## src/rtl/dram_cmd_sched.sv

```systemverilog
// Single-request DRAM command sequencer: ACT/RD/WR/PRE with programmable spacing.
// Optional open-page policy when DRAM_OPEN_PAGE_EN is defined (closed-page otherwise).
module dram_cmd_sched #(
  parameter int DATA_WIDTH   = 1,
  parameter int NUM_OF_BANKS = 8,
  parameter int NUM_OF_ROWS  = 128,
  parameter int NUM_OF_COLS  = 8,
  parameter int T_RCD        = 2,
  parameter int T_RP         = 2,
  parameter int T_CL         = 2,
  parameter int T_WR         = 1,
  localparam int BANK_W = (NUM_OF_BANKS > 1) ? $clog2(NUM_OF_BANKS) : 1,
  localparam int ROW_W  = (NUM_OF_ROWS > 1) ? $clog2(NUM_OF_ROWS) : 1,
  localparam int COL_W  = (NUM_OF_COLS > 1) ? $clog2(NUM_OF_COLS) : 1
) (
  input  logic                    clk,
  input  logic                    rst,
  input  logic                    req_valid,
  output logic                    req_ready,
  input  logic                    req_we,
  input  logic [BANK_W-1:0]       req_bank,
  input  logic [ROW_W-1:0]        req_row,
  input  logic [COL_W-1:0]        req_col,
  input  logic [DATA_WIDTH-1:0]   req_wdata,
  output logic                    cmd_valid,
  output logic [1:0]              cmd,
  output logic [NUM_OF_BANKS-1:0] cs,
  output logic [ROW_W-1:0]        cmd_row,
  output logic [COL_W-1:0]        cmd_col,
  output logic [DATA_WIDTH-1:0]   dram_data_out,
  input  logic [DATA_WIDTH-1:0]   dram_data_in,
  output logic                    rd_valid,
  output logic [DATA_WIDTH-1:0]   rd_data,
  output logic [2:0]              dbg_state
);

  // Handshake: a request transfers on the rising edge where req_valid && req_ready;
  // req_ready is high only in IDLE outside reset, so at most one request is in flight.

  typedef enum logic [2:0] {
    S_IDLE, S_ACT, S_WAIT_RCD, S_RW, S_WAIT_DONE, S_PRE, S_WAIT_RP
  } state_e;

  localparam logic [1:0] CMD_ACT = 2'b00;
  localparam logic [1:0] CMD_RD  = 2'b01;
  localparam logic [1:0] CMD_WR  = 2'b10;
  localparam logic [1:0] CMD_PRE = 2'b11;

  localparam int T_MAX_A = (T_RCD > T_RP) ? T_RCD : T_RP;
  localparam int T_MAX_B = (T_CL > T_WR) ? T_CL : T_WR;
  localparam int T_MAX   = (T_MAX_A > T_MAX_B) ? T_MAX_A : T_MAX_B;
  localparam int CNT_W   = (T_MAX > 1) ? $clog2(T_MAX) : 1;

  localparam logic [CNT_W-1:0] LD_RCD = CNT_W'(T_RCD - 1);
  localparam logic [CNT_W-1:0] LD_RP  = CNT_W'(T_RP - 1);
  localparam logic [CNT_W-1:0] LD_CL  = CNT_W'(T_CL - 1);
  localparam logic [CNT_W-1:0] LD_WR  = CNT_W'(T_WR - 1);

  state_e                  state_q, state_d;
  logic [CNT_W-1:0]        cnt_q, cnt_d;
  logic                    we_q;
  logic [BANK_W-1:0]       bank_q;
  logic [ROW_W-1:0]        row_q;
  logic [COL_W-1:0]        col_q;
  logic [DATA_WIDTH-1:0]   wdata_q;

  logic                    cmd_valid_q, cmd_valid_d;
  logic [1:0]              cmd_q, cmd_d;
  logic [NUM_OF_BANKS-1:0] cs_q, cs_d;
  logic [ROW_W-1:0]        cmd_row_q, cmd_row_d;
  logic [COL_W-1:0]        cmd_col_q, cmd_col_d;
  logic [DATA_WIDTH-1:0]   dout_q, dout_d;
  logic                    rd_valid_q, rd_valid_d;
  logic [DATA_WIDTH-1:0]   rd_data_q, rd_data_d;

  logic                    accept;
  logic                    cnt_zero;
  logic                    cur_we;
  logic [BANK_W-1:0]       cur_bank;
  logic [ROW_W-1:0]        cur_row;
  logic [COL_W-1:0]        cur_col;
  logic [DATA_WIDTH-1:0]   cur_wdata;

  assign req_ready = (state_q == S_IDLE) && !rst;
  assign accept    = req_valid && req_ready;
  assign cnt_zero  = (cnt_q == '0);

  // The first command of a sequence is built from the live request, later ones from the latch.
  assign cur_we    = (state_q == S_IDLE) ? req_we    : we_q;
  assign cur_bank  = (state_q == S_IDLE) ? req_bank  : bank_q;
  assign cur_row   = (state_q == S_IDLE) ? req_row   : row_q;
  assign cur_col   = (state_q == S_IDLE) ? req_col   : col_q;
  assign cur_wdata = (state_q == S_IDLE) ? req_wdata : wdata_q;

`ifdef DRAM_OPEN_PAGE_EN
  logic [NUM_OF_BANKS-1:0] open_vld_q;
  logic [ROW_W-1:0]        open_row_q [NUM_OF_BANKS];
  logic                    page_hit;

  assign page_hit = open_vld_q[req_bank] && (open_row_q[req_bank] == req_row);

  always_ff @(posedge clk) begin
    if (rst) begin
      open_vld_q <= '0;
      for (int b = 0; b < NUM_OF_BANKS; b++) open_row_q[b] <= '0;
    end else if (state_q == S_ACT) begin
      open_vld_q[bank_q] <= 1'b1;
      open_row_q[bank_q] <= row_q;
    end else if (state_q == S_PRE) begin
      open_vld_q[bank_q] <= 1'b0;
    end
  end
`endif

  always_comb begin
    state_d    = state_q;
    cnt_d      = cnt_q;
    rd_valid_d = 1'b0;
    rd_data_d  = rd_data_q;
    case (state_q)
      S_IDLE: begin
        if (accept) begin
`ifdef DRAM_OPEN_PAGE_EN
          if (page_hit)                    state_d = S_RW;
          else if (open_vld_q[req_bank])   state_d = S_PRE;
          else                             state_d = S_ACT;
`else
          state_d = S_ACT;
`endif
        end
      end
      S_ACT, S_WAIT_RCD: begin
        if (cnt_zero) state_d = S_RW;
        else begin
          state_d = S_WAIT_RCD;
          cnt_d   = cnt_q - CNT_W'(1);
        end
      end
      S_RW, S_WAIT_DONE: begin
        if (cnt_zero) begin
          if (!we_q) begin
            rd_valid_d = 1'b1;
            rd_data_d  = dram_data_in;
          end
`ifdef DRAM_OPEN_PAGE_EN
          state_d = S_IDLE;
`else
          state_d = S_PRE;
`endif
        end else begin
          state_d = S_WAIT_DONE;
          cnt_d   = cnt_q - CNT_W'(1);
        end
      end
      S_PRE, S_WAIT_RP: begin
        if (cnt_zero) begin
`ifdef DRAM_OPEN_PAGE_EN
          state_d = S_ACT;
`else
          state_d = S_IDLE;
`endif
        end else begin
          state_d = S_WAIT_RP;
          cnt_d   = cnt_q - CNT_W'(1);
        end
      end
      default: state_d = S_IDLE;
    endcase

    // Command states last one cycle, so entering one is exactly one issued command.
    cmd_valid_d = 1'b0;
    cmd_d       = cmd_q;
    cs_d        = '0;
    cmd_row_d   = cmd_row_q;
    cmd_col_d   = cmd_col_q;
    dout_d      = dout_q;
    case (state_d)
      S_ACT: begin
        cnt_d          = LD_RCD;
        cmd_valid_d    = 1'b1;
        cmd_d          = CMD_ACT;
        cs_d[cur_bank] = 1'b1;
        cmd_row_d      = cur_row;
      end
      S_RW: begin
        cnt_d          = cur_we ? LD_WR : LD_CL;
        cmd_valid_d    = 1'b1;
        cmd_d          = cur_we ? CMD_WR : CMD_RD;
        cs_d[cur_bank] = 1'b1;
        cmd_col_d      = cur_col;
        if (cur_we) dout_d = cur_wdata;
      end
      S_PRE: begin
        cnt_d          = LD_RP;
        cmd_valid_d    = 1'b1;
        cmd_d          = CMD_PRE;
        cs_d[cur_bank] = 1'b1;
      end
      S_IDLE:  dout_d = '0;
      default: ;
    endcase
  end

  always_ff @(posedge clk) begin
    if (rst) begin
      state_q     <= S_IDLE;
      cnt_q       <= '0;
      we_q        <= 1'b0;
      bank_q      <= '0;
      row_q       <= '0;
      col_q       <= '0;
      wdata_q     <= '0;
      cmd_valid_q <= 1'b0;
      cmd_q       <= '0;
      cs_q        <= '0;
      cmd_row_q   <= '0;
      cmd_col_q   <= '0;
      dout_q      <= '0;
      rd_valid_q  <= 1'b0;
      rd_data_q   <= '0;
    end else begin
      state_q     <= state_d;
      cnt_q       <= cnt_d;
      cmd_valid_q <= cmd_valid_d;
      cmd_q       <= cmd_d;
      cs_q        <= cs_d;
      cmd_row_q   <= cmd_row_d;
      cmd_col_q   <= cmd_col_d;
      dout_q      <= dout_d;
      rd_valid_q  <= rd_valid_d;
      rd_data_q   <= rd_data_d;
      if (accept) begin
        we_q    <= req_we;
        bank_q  <= req_bank;
        row_q   <= req_row;
        col_q   <= req_col;
        wdata_q <= req_wdata;
      end
    end
  end

  assign cmd_valid     = cmd_valid_q;
  assign cmd           = cmd_q;
  assign cs            = cs_q;
  assign cmd_row       = cmd_row_q;
  assign cmd_col       = cmd_col_q;
  assign dram_data_out = dout_q;
  assign rd_valid      = rd_valid_q;
  assign rd_data       = rd_data_q;
  assign dbg_state     = state_q;

endmodule

```

## config.mk

```make
export PLATFORM = sky130hd
export DESIGN_NAME = dram_cmd_sched
export DESIGN_NICKNAME = d
export VERILOG_FILES = /design/src/rtl/dram_cmd_sched.sv
export SDC_FILE = /design/constraint.sdc
export NUM_CORES = 1
export LEC_CHECK = 0
export BUFFER_PORTS_ARGS = -buffer_cell sky130_fd_sc_hd__buf_2
export CORE_MARGIN = 10
export CORE_UTILIZATION = 50
export CTS_CLUSTER_DIAMETER = 200
export DETAILED_ROUTE_END_ITERATION = 10
export PLACE_DENSITY = 0.89
export SLEW_MARGIN = 10
export SYNTH_ARGS = -nofsm -noshare
export SYNTH_HDL_FRONTEND = slang
export SYNTH_SLANG_ARGS = --single-unit
```

## constraint.sdc

```tcl
create_clock -name clk -period 3.19 [get_ports clk]
set_input_delay 0.319 -clock clk [delete_from_list [all_inputs] [get_ports clk]]
set_output_delay 0.319 -clock clk [all_outputs]
set_load 0.02 [all_outputs]
```

==> results.txt, run 1 <==
sequential fraction of design power: 0.427
flops & latches, synth: 36
YS warnings: 0
Gate power share: 0.411
Die Y: 74.8 um
Worst Path Required: 2.87 ns
# rows: 19
max cap viols: 0
area of the multi-input gates: 672 um^2
ratio of cells with drive above 1 in the final layout: 0.282
drt first-iter violations: 47
Detail Placement HPWL: 2.54 mm
Internal Power: 0.882 mW
Switching Fraction: 0.429
crit path launch type: register
Floorplan Core Area: 2810 um^2
fmax: 0.490 GHz
total congestion overflow: 0
Post-CTS Resized: 0
Mapped Cells: 169
Rel. slew slack: 0.588
Total GRT Usage: 0.128
initial antenna violation count: 0
vias in the first global route: 1238
Final setup viols: 0
final instance area: 1740 um^2
CTS buffer count: 5
Post-synth EDFFs: 0
DR pass1 iterations: 4
CP arrival: 1.72 ns
Netlist cell types: 39
Fill cells: 277
CTS tree: yes
synthesis-to-layout area growth: 15.9%
static leakage: 0.763 nW
Cell Chain, Critical Path: or3_1 > nor2_1 > buf_2
WP buf/inv: 1
net switching power figure: 0.663 mW
Port Buffers: 46
CP delay by family, top: simple AND/OR/NAND/NOR gates
Tightest Pin Transition: 0.602 ns
clk slew on worst S/H paths: 0.10 ns
vias per inst: 5.39
residual DRC count: 0
Slowest Stage Delay on Critical Path: 0.56 ns
Die X: 74.8 um
Root Driver: clkbuf_4
syn nets: 188
period utilization: 0.639
Synth Cell Area: 1500 um^2
maximum clock insertion buffer count: 2
sequential cell area: 721 um^2
Slowest-stage cell, CP: or3_1
RD Place Congestion: 0.779
unrepaired setup endpoints after global routing: false
final wirelength: 3.43 mm
minimum clock period: 2.04 ns
prevailing post-synth register cell: dfxtp_1
htree depth: 2
Worst setup EP type: primary output
crit path kind: register to primary output
Placement Cell Area: 1680 um^2
CTS Sinks: 36
crit-path max FO: 17
Initial Utilization: 0.535
syn avg cell area: 8.88 um^2
Die Area: 5590 um^2
Clk pwr share: 0.161
Post-CTS Setup Bufs: 0
total number of vias: 1293
Worst-Skew Late Latency: 0.34 ns
Tightest Hold Check Type: input pin to register
final setup TNS: 0 ns
PwrDens: 889 nW/um^2
Design Power: 1.55 mW
Routed wire per std cell: 14.3 um
Worst Skew: 0.00520 ns
diode count: 0
num ports: 47
first-pass GRT wire length: 5.53 mm
sequential cell area fraction in the yosys report: 0.480
largest net degree at the start of global routing: 37
fin nets: 227
asr flop ratio synth: 0
fin util: 0.620
Final Hold Fails: 0
# hold bufs at CTS: 0
pins over their slew limit: 0
Worst Hold Slack: 0.204 ns
post-route ant nets: 0
run status: completed
Max VDD drop: 0.000417 V
[power groups by stage]
stage               clock network, mW  registers (mW)  logic (mW)
floorplan                           0           0.695       0.506
global placement                    0           0.663       0.631
detailed placement                  0           0.671       0.641
CTS                             0.256           0.660       0.642
global route                    0.269           0.682       0.707
finish                          0.249           0.661       0.636
[synth_stat cells (2+ instances only)]
cell type / count / share of area
clkbuf_1: 5 / 0.013
nand2_1: 33 / 0.083
nor2b_1: 4 / 0.017
a31oi_1: 2 / 0.0083
a2111oi_0: 2 / 0.012
o21ai_0: 5 / 0.017
buf_2: 5 / 0.017
inv_1: 3 / 0.0075
dfxtp_1: 36 / 0.48
a21oi_1: 20 / 0.067
nor3_1: 2 / 0.0067
mux2i_1: 5 / 0.033
nand3_1: 3 / 0.010
nor4_1: 9 / 0.038
nor2_1: 8 / 0.020
buf_6: 4 / 0.030
[state kept, by name (all words and copies together) (netlist names), 2 cells and up]
name / flops
cmd_col: 3
bank_q: 3
cmd: 2
col_q: 3
cmd_row: 7
dbg_state: 3
cs: 8
[layout by cell type (no fill, tap or decap), types with 2 or more instances in the layout]
cell type  count
clkbuf_1       2
nor4_1         9
a21oi_1       20
clkbuf_4       5
dfxtp_1       36
inv_1          3
a2111oi_0      2
buf_2         46
nor3_1         2
a31oi_1        2
mux2i_1        5
o21ai_0        5
nand3_1        3
nor2b_1        4
nand2_1       33
nor2_1         8
[stage by stage]
step / setup WS (ns) / std cells
floorplan: 1.56 / 169
global placement: 1.34 / 232
detailed placement: 1.30 / 232
CTS: 1.15 / 240
global route: 1.06 / 240
finish: 1.15 / 240
[layout make-up]
cell class / instances / area share
Inverter: 3 / 0.00647
Tap cell: 31 / 0.0223
Clock buffer: 8 / 0.0338
Sequential cell: 36 / 0.414
Timing Repair Buffer: 47 / 0.137
Multi-Input combinational cell: 115 / 0.386
[per-layer routing]
layer / global-route usage / wire, um / up-vias
met5: 0 / 0 / -
met4: 0.0567 / 55 / 0
met3: 0.0644 / 245 / 7
met2: 0.226 / 1770 / 26
met1: 0.123 / 1360 / 586
li1: - / - / 674
[worst register-to-register path, cell delays in order, from the launching register on]
cell and delay (ns):
dfxtp_1 0.49, or3_1 0.56, a31oi_2 0.57, a32o_1 0.24
[cell families (layout without fill, tap and decap cells)]
kind of cell,count (synthesis),count (layout),share of synthesized area
XOR/XNOR,2,2,0.0117
flip-flops,36,36,0.480
AO/OA/AOI/OAI,40,40,0.172
buffers and inverters,18,58,0.0717
multiplexers,6,6,0.0409
AND/OR/NAND/NOR,67,67,0.224
[path summary, 6_finish.rpt]
kind / from / to / slack (ns) / cells after the start
setup / recovery: dbg_state[2] / req_ready / 1.15 / 3
hold / removal: req_col[0] / col_q[0] / 0.20 / 3
setup reg to reg: dbg_state[2] / cmd[0] / 1.27 / 3
hold reg to reg: cmd_row[5] / cmd_row[5] / 0.45 / 2
(Power assumes the default switching activity.)
==> run 2: changes to the inputs <==
CORE_UTILIZATION = 44   (was 50)
PLACE_DENSITY = 0.84   (was 0.89)
clock period = 1.65 ns   (was 3.19 ns; I/O delays follow)
==> run 2 against run 1 <==
  * Wire length grew 11%
  * Flip-flop and latch count is the same
  * Final cell count grew 13%
  * Sequential power grew 82%
  * Critical endpoint unchanged
  * Largest power group is now combinational logic
  * Via count grew 9.4%
  * Register-to-register slack lost 1.2 ns
==> results.txt, run 2 (synthesis results as in run 1) <==
run status: completed (unchanged)
Die Area: 6140 um^2 (was 5590 um^2)
Detail Placement HPWL: 2.65 mm (was 2.54 mm)
Max VDD drop: 0.000950 V (was 0.000417 V)
ratio of cells with drive above 1 in the final layout: 0.378 (was 0.282)
crit path launch type: register (unchanged)
most frequent cells in the layout: buf_2, nand2_1, dfxtp_1 (was buf_2, dfxtp_1, nand2_1)
Final Hold Fails: 0 (unchanged)
Die X: 78.4 um (was 74.8 um)
diode count: 0 (unchanged)
synthesis-to-layout area growth: 30.6% (was 15.9%)
RD Place Congestion: 0.855 (was 0.779)
clk slew on worst S/H paths: 0.11 ns (was 0.10 ns)
maximum clock insertion buffer count: 2 (unchanged)
final wirelength: 3.79 mm (was 3.43 mm)
htree depth: 2 (unchanged)
CTS buffer count: 5 (unchanged)
CTS Sinks: 36 (unchanged)
minimum clock period: 1.60 ns
hold path endpoint: cmd_row[4] (was col_q[0])
Placement Cell Area: 1790 um^2 (was 1680 um^2)
R2R cell count: 5 (was 3)
Worst Hold Slack: 0.0510 ns (was 0.204 ns)
Reg2Reg Setup Slack: 0.06 ns (was 1.27 ns)
final instance area: 1960 um^2 (was 1740 um^2)
Hold Crit Depth: 3 (unchanged)
# rows: 21 (was 19)
Floorplan Core Area: 3310 um^2 (was 2810 um^2)
vias in the first global route: 1370 (was 1238)
first-pass GRT wire length: 6.04 mm (was 5.53 mm)
max cap viols: 0 (unchanged)
PwrDens: 1850 nW/um^2 (was 889 nW/um^2)
Final setup viols: 0 (unchanged)
commonest non-fill, non-tap cell in the layout: buf_2 (unchanged)
num ports: 47 (unchanged)
Fill cells: 313 (was 277)
residual DRC count: 0 (unchanged)
post-route ant nets: 0 (unchanged)
DR pass1 iterations: 4 (unchanged)
pins over their slew limit: 0 (unchanged)
Worst Skew: 0.00995 ns (was 0.00520 ns)
Rel. slew slack: 0.702 (was 0.588)
largest net degree at the start of global routing: 24 (was 37)
min-delay src: req_row[4] (was req_col[0])
period utilization: 0.970
Initial Utilization: 0.453 (was 0.535)
Worst Path Required: 1.48 ns (was 2.87 ns)
Worst-Skew Late Latency: 0.34 ns (about the same)
Worst setup EP type: primary output (unchanged)
Crit Reg-Reg Startpoint: dbg_state[2] (unchanged)
CTS tree: yes (unchanged)
total congestion overflow: 0 (unchanged)
vias per inst: 5.22 (was 5.39)
initial antenna violation count: 0 (unchanged)
Tightest Hold Check Type: input pin to register (unchanged)
Root Driver: clkbuf_4 (unchanged)
static leakage: 0.864 nW (was 0.763 nW)
# hold bufs at CTS: 0 (unchanged)
drt first-iter violations: 83 (was 47)
Port Buffers: 46 (unchanged)
crit path kind: register to primary output (unchanged)
PnR worst setup slack: 0.0498 ns (was 1.15 ns)
unrepaired setup endpoints after global routing: true (was false)
pre-CTS setup slack: 0.0808 ns (was 1.30 ns)
fin nets: 243 (was 227)
total number of vias: 1414 (was 1293)
crit-path max FO: 5 (was 17)
Routed wire per std cell: 14.0 um (was 14.3 um)
final setup TNS: 0 ns (unchanged)
Die Y: 78.4 um (was 74.8 um)
Total GRT Usage: 0.117 (was 0.128)
r2r endpoint: cs[2] (was cmd[0])
CP arrival: 1.44 ns (was 1.72 ns)
fmax: 0.625 GHz
Tightest Pin Transition: 0.447 ns (was 0.602 ns)
max reg flops: 8 (unchanged)
## run 2: cell types whose count changed in the layout (fill, tap and decap cells not counted), sizes merged
cell	change
buf	+16
clkbuf	-2
bufinv	+1
clkinv	+1
## run 2: metrics by stage
step | cells | utilization | power [mW]
after floorplan | 169 | - | 2.32
after global placement | 257 | 0.540 | 2.73
after detailed placement | 257 | 0.540 | 2.77
after CTS | 267 | 0.574 | 3.45
after global routing | 271 | 0.592 | 3.85
final | 271 | 0.592 | 3.62
## run 2: report_power, final
part	switching, mW	internal, mW	leakage [nW]
registers	0.134	1.07	0.296
clock network	0.282	0.318	0.0422
logic	1.02	0.803	0.526
total	1.43	2.19	0.864
## run 2: worst max-delay path by stage
stage | from | to
floorplan | dbg_state[0] | cs[0]
global placement | dbg_state[0] | rd_data
detailed placement | dbg_state[2] | cs[4]
CTS | dbg_state[2] | req_ready
global route | dbg_state[2] | cs[2]
finish | dbg_state[2] | req_ready
## run 2: layout make-up
class	count	area (um^2)	area share
clock inverters	2	35.0	0.0179
repair buffers	63	380	0.194
clock buffers	6	41.3	0.0211
inverters	3	11.3	0.00575
well taps	46	57.6	0.0294
multi-input cells	115	702	0.358
flip-flops and latches	36	732	0.374
## run 2: timing repair
action / in CTS / in global routing
pin swaps: 0 / 1
resized for setup: 9 / 8
setup buffers: 2 / 4
endpoints found under the setup margin: 1 / 9
## run 2: per-layer routing
layer  up-vias  global-route usage  wire length [um]
met4         0              0.0466                65
met2        35               0.195              1910
met5         -                   0                 0
met1       665               0.127              1580
li1        708                   -                 -
met3         6              0.0535               243
## run 2: worst max-delay path, stage by stage (launching register included)
cell	delay, ns
dfxtp_4	0.36
or3_4	0.40
buf_6	0.15
nor2_4	0.08
buf_6	0.12
==> run 3: changes to the inputs <==
PLACE_DENSITY = 0.74   (was 0.84)
==> run 3 against run 2 <==
  * Sequential power is essentially flat
  * Core utilization down 2.0 points
  * Clock power shrank 15%
  * Design area shrank 3.4%
  * Worst hold slack worse by 0.011 ns
  * Final cell count is 1.1% lower
  * Flip-flop and latch count stayed put
  * Non-clock buffer count is 3 lower
  * First-iteration DRC count is 18% higher
  * Total power is 8.5% lower
==> results.txt, run 3 (synthesis results as in run 1) <==
most frequent cells in the layout: buf_2, dfxtp_1, nand2_1 (was buf_2, nand2_1, dfxtp_1)
Port Buffers: 46 (unchanged)
total congestion overflow: 0 (unchanged)
Gate power share: 0.490 (was 0.502)
Max VDD drop: 0.000803 V (was 0.000950 V)
residual DRC count: 0 (unchanged)
Detail Placement HPWL: 2.67 mm (was 2.65 mm)
Final Hold Fails: 0 (unchanged)
cell depth of the worst setup path: 3 (was 4)
RD Place Congestion: 0.810 (was 0.855)
unrepaired setup endpoints after global routing: true (unchanged)
synthesis-to-layout area growth: 26.2% (was 30.6%)
period utilization: 0.950 (was 0.970)
Worst Path Required: 1.48 ns (about the same)
diode count: 0 (unchanged)
Die Area: 6140 um^2 (unchanged)
first-pass GRT wire length: 6.18 mm (was 6.04 mm)
r2r endpoint: rd_data (was cs[2])
vias in the first global route: 1348 (was 1370)
fin nets: 240 (was 243)
sequential fraction of design power: 0.357 (was 0.332)
fin util: 0.572 (was 0.592)
final instance area: 1890 um^2 (was 1960 um^2)
crit path kind: register to primary output (unchanged)
CTS Sinks: 36 (unchanged)
max cap viols: 0 (unchanged)
Root Driver: clkbuf_4 (unchanged)
Crit Reg-Reg Startpoint: dbg_state[2] (unchanged)
PwrDens: 1750 nW/um^2 (was 1850 nW/um^2)
total number of vias: 1373 (was 1414)
clk slew on worst S/H paths: 0.11 ns (about the same)
run status: completed (unchanged)
Final setup viols: 0 (unchanged)
largest net degree at the start of global routing: 22 (was 24)
fmax: 0.638 GHz (was 0.625 GHz)
num ports: 47 (unchanged)
Reg2Reg Setup Slack: 0.09 ns (was 0.06 ns)
post-route ant nets: 0 (unchanged)
hold path endpoint: cmd_row[5] (was cmd_row[4])
CTS tree: yes (unchanged)
Tightest Pin Transition: 0.446 ns (was 0.447 ns)
Die X: 78.4 um (unchanged)
Tightest Hold Check Type: input pin to register (unchanged)
Initial Utilization: 0.453 (unchanged)
CTS buffer count: 5 (unchanged)
Total GRT Usage: 0.123 (was 0.117)
initial antenna violation count: 0 (unchanged)
drt first-iter violations: 98 (was 83)
htree depth: 2 (unchanged)
commonest non-fill, non-tap cell in the layout: buf_2 (unchanged)
Slowest Stage Delay on Critical Path: 0.44 ns (was 0.40 ns)
WP buf/inv: 1 (was 2)
Placement Cell Area: 1800 um^2 (was 1790 um^2)
vias per inst: 5.12 (was 5.22)
Hold Crit Depth: 3 (unchanged)
Worst setup EP type: primary output (unchanged)
CP arrival: 1.40 ns (was 1.44 ns)
Clk pwr share: 0.153 (was 0.165)
net switching power figure: 1.38 mW (was 1.43 mW)
pins over their slew limit: 0 (unchanged)
ratio of cells with drive above 1 in the final layout: 0.356 (was 0.378)
R2R cell count: 5 (unchanged)
Internal Power: 1.94 mW (was 2.19 mW)
minimum clock period: 1.57 ns (was 1.60 ns)
Worst-Skew Late Latency: 0.35 ns (was 0.34 ns)
Fill cells: 326 (was 313)
Worst Skew: 0.00676 ns (was 0.00995 ns)
Routed wire per std cell: 13.3 um (was 14.0 um)
Cell Chain, Critical Path: or3_4 > nor2_1 > buf_4 (was or3_4 > buf_6 > nor2_4 > buf_6)
maximum clock insertion buffer count: 2 (unchanged)
DR pass1 iterations: 6 (was 4)
# rows: 21 (unchanged)
min-delay src: req_row[5] (was req_row[4])
crit path launch type: register (unchanged)
final wirelength: 3.56 mm (was 3.79 mm)
Switching Fraction: 0.415 (was 0.395)
crit-path max FO: 6 (was 5)
Die Y: 78.4 um (unchanged)
max reg flops: 8 (unchanged)
static leakage: 0.828 nW (was 0.864 nW)
Slowest-stage cell, CP: or3_4 (unchanged)
Rel. slew slack: 0.695 (was 0.702)
CP delay by family, top: simple AND/OR/NAND/NOR gates (unchanged)
Floorplan Core Area: 3310 um^2 (unchanged)
[run 3: power groups by stage]
stage          Clock [mW]  Sequential, mW  Combinational (mW)
6_report            0.508            1.18                1.62
3_3_place_gp            0            1.19                1.57
4_1_cts             0.524            1.18                1.59
2_1_floorplan           0            1.34               0.977
5_1_grt             0.564            1.21                1.78
3_5_place_dp            0            1.20                1.57
[run 3: worst max-delay path by stage]
stage	end	start
finish	req_ready	dbg_state[2]
floorplan	cs[0]	dbg_state[0]
CTS	rd_data	dbg_state[2]
global placement	rd_data	dbg_state[2]
detailed placement	rd_data	dbg_state[2]
global route	cs[4]	dbg_state[0]
[run 3: final cells by class]
cell class	count	area (um^2)	area share
Sequential cell	36	726	0.383
Inverter	3	11.3	0.00595
Timing Repair Buffer	60	338	0.178
Multi-Input combinational cell	115	698	0.369
Clock inverter	1	7.51	0.00397
Tap cell	46	57.6	0.0304
Clock buffer	7	55.1	0.0291
[run 3: metal layers]
layer  up-vias  global-route usage  share of wire
li1        703                   -              -
met3         8              0.0706          0.092
met4         0              0.0591          0.017
met1       618               0.137           0.45
met2        44               0.187           0.44
met5         -                   0              0
[run 3: repair_timing]
action | 4_1_cts | 5_1_grt
setup endpoints to repair | 1 | 4
pin swaps | 0 | 1
hold buffers | 0 | 0
setup buffers | 1 | 0
gates resized for setup | 5 | 5
hold endpoints to repair | 0 | 0
[run 3: metrics by stage]
stage / hold WS [ns] / setup slack, ns / std cells / power [mW] / setup TNS [ns]
3_3_place_gp: 0.407 / 0.0987 / 260 / 2.76 / 0
4_1_cts: 0.0249 / 0.0649 / 268 / 3.29 / 0
5_1_grt: 0.0267 / -0.00285 / 268 / 3.56 / -0.00501
2_1_floorplan: 0.301 / 0.0881 / 169 / 2.32 / 0
3_5_place_dp: 0.411 / 0.0623 / 260 / 2.77 / 0
6_report: 0.0402 / 0.0820 / 268 / 3.31 / 0
[run 3: worst reg2reg max path, delay by kind of cell (launching register included)]
family                 cells  cell delay [ns]
flip-flops                 1             0.36
multiplexers               1             0.19
AND/OR/NAND/NOR            1             0.40
buffers and inverters      2             0.31
AO/OA/AOI/OAI              1             0.23
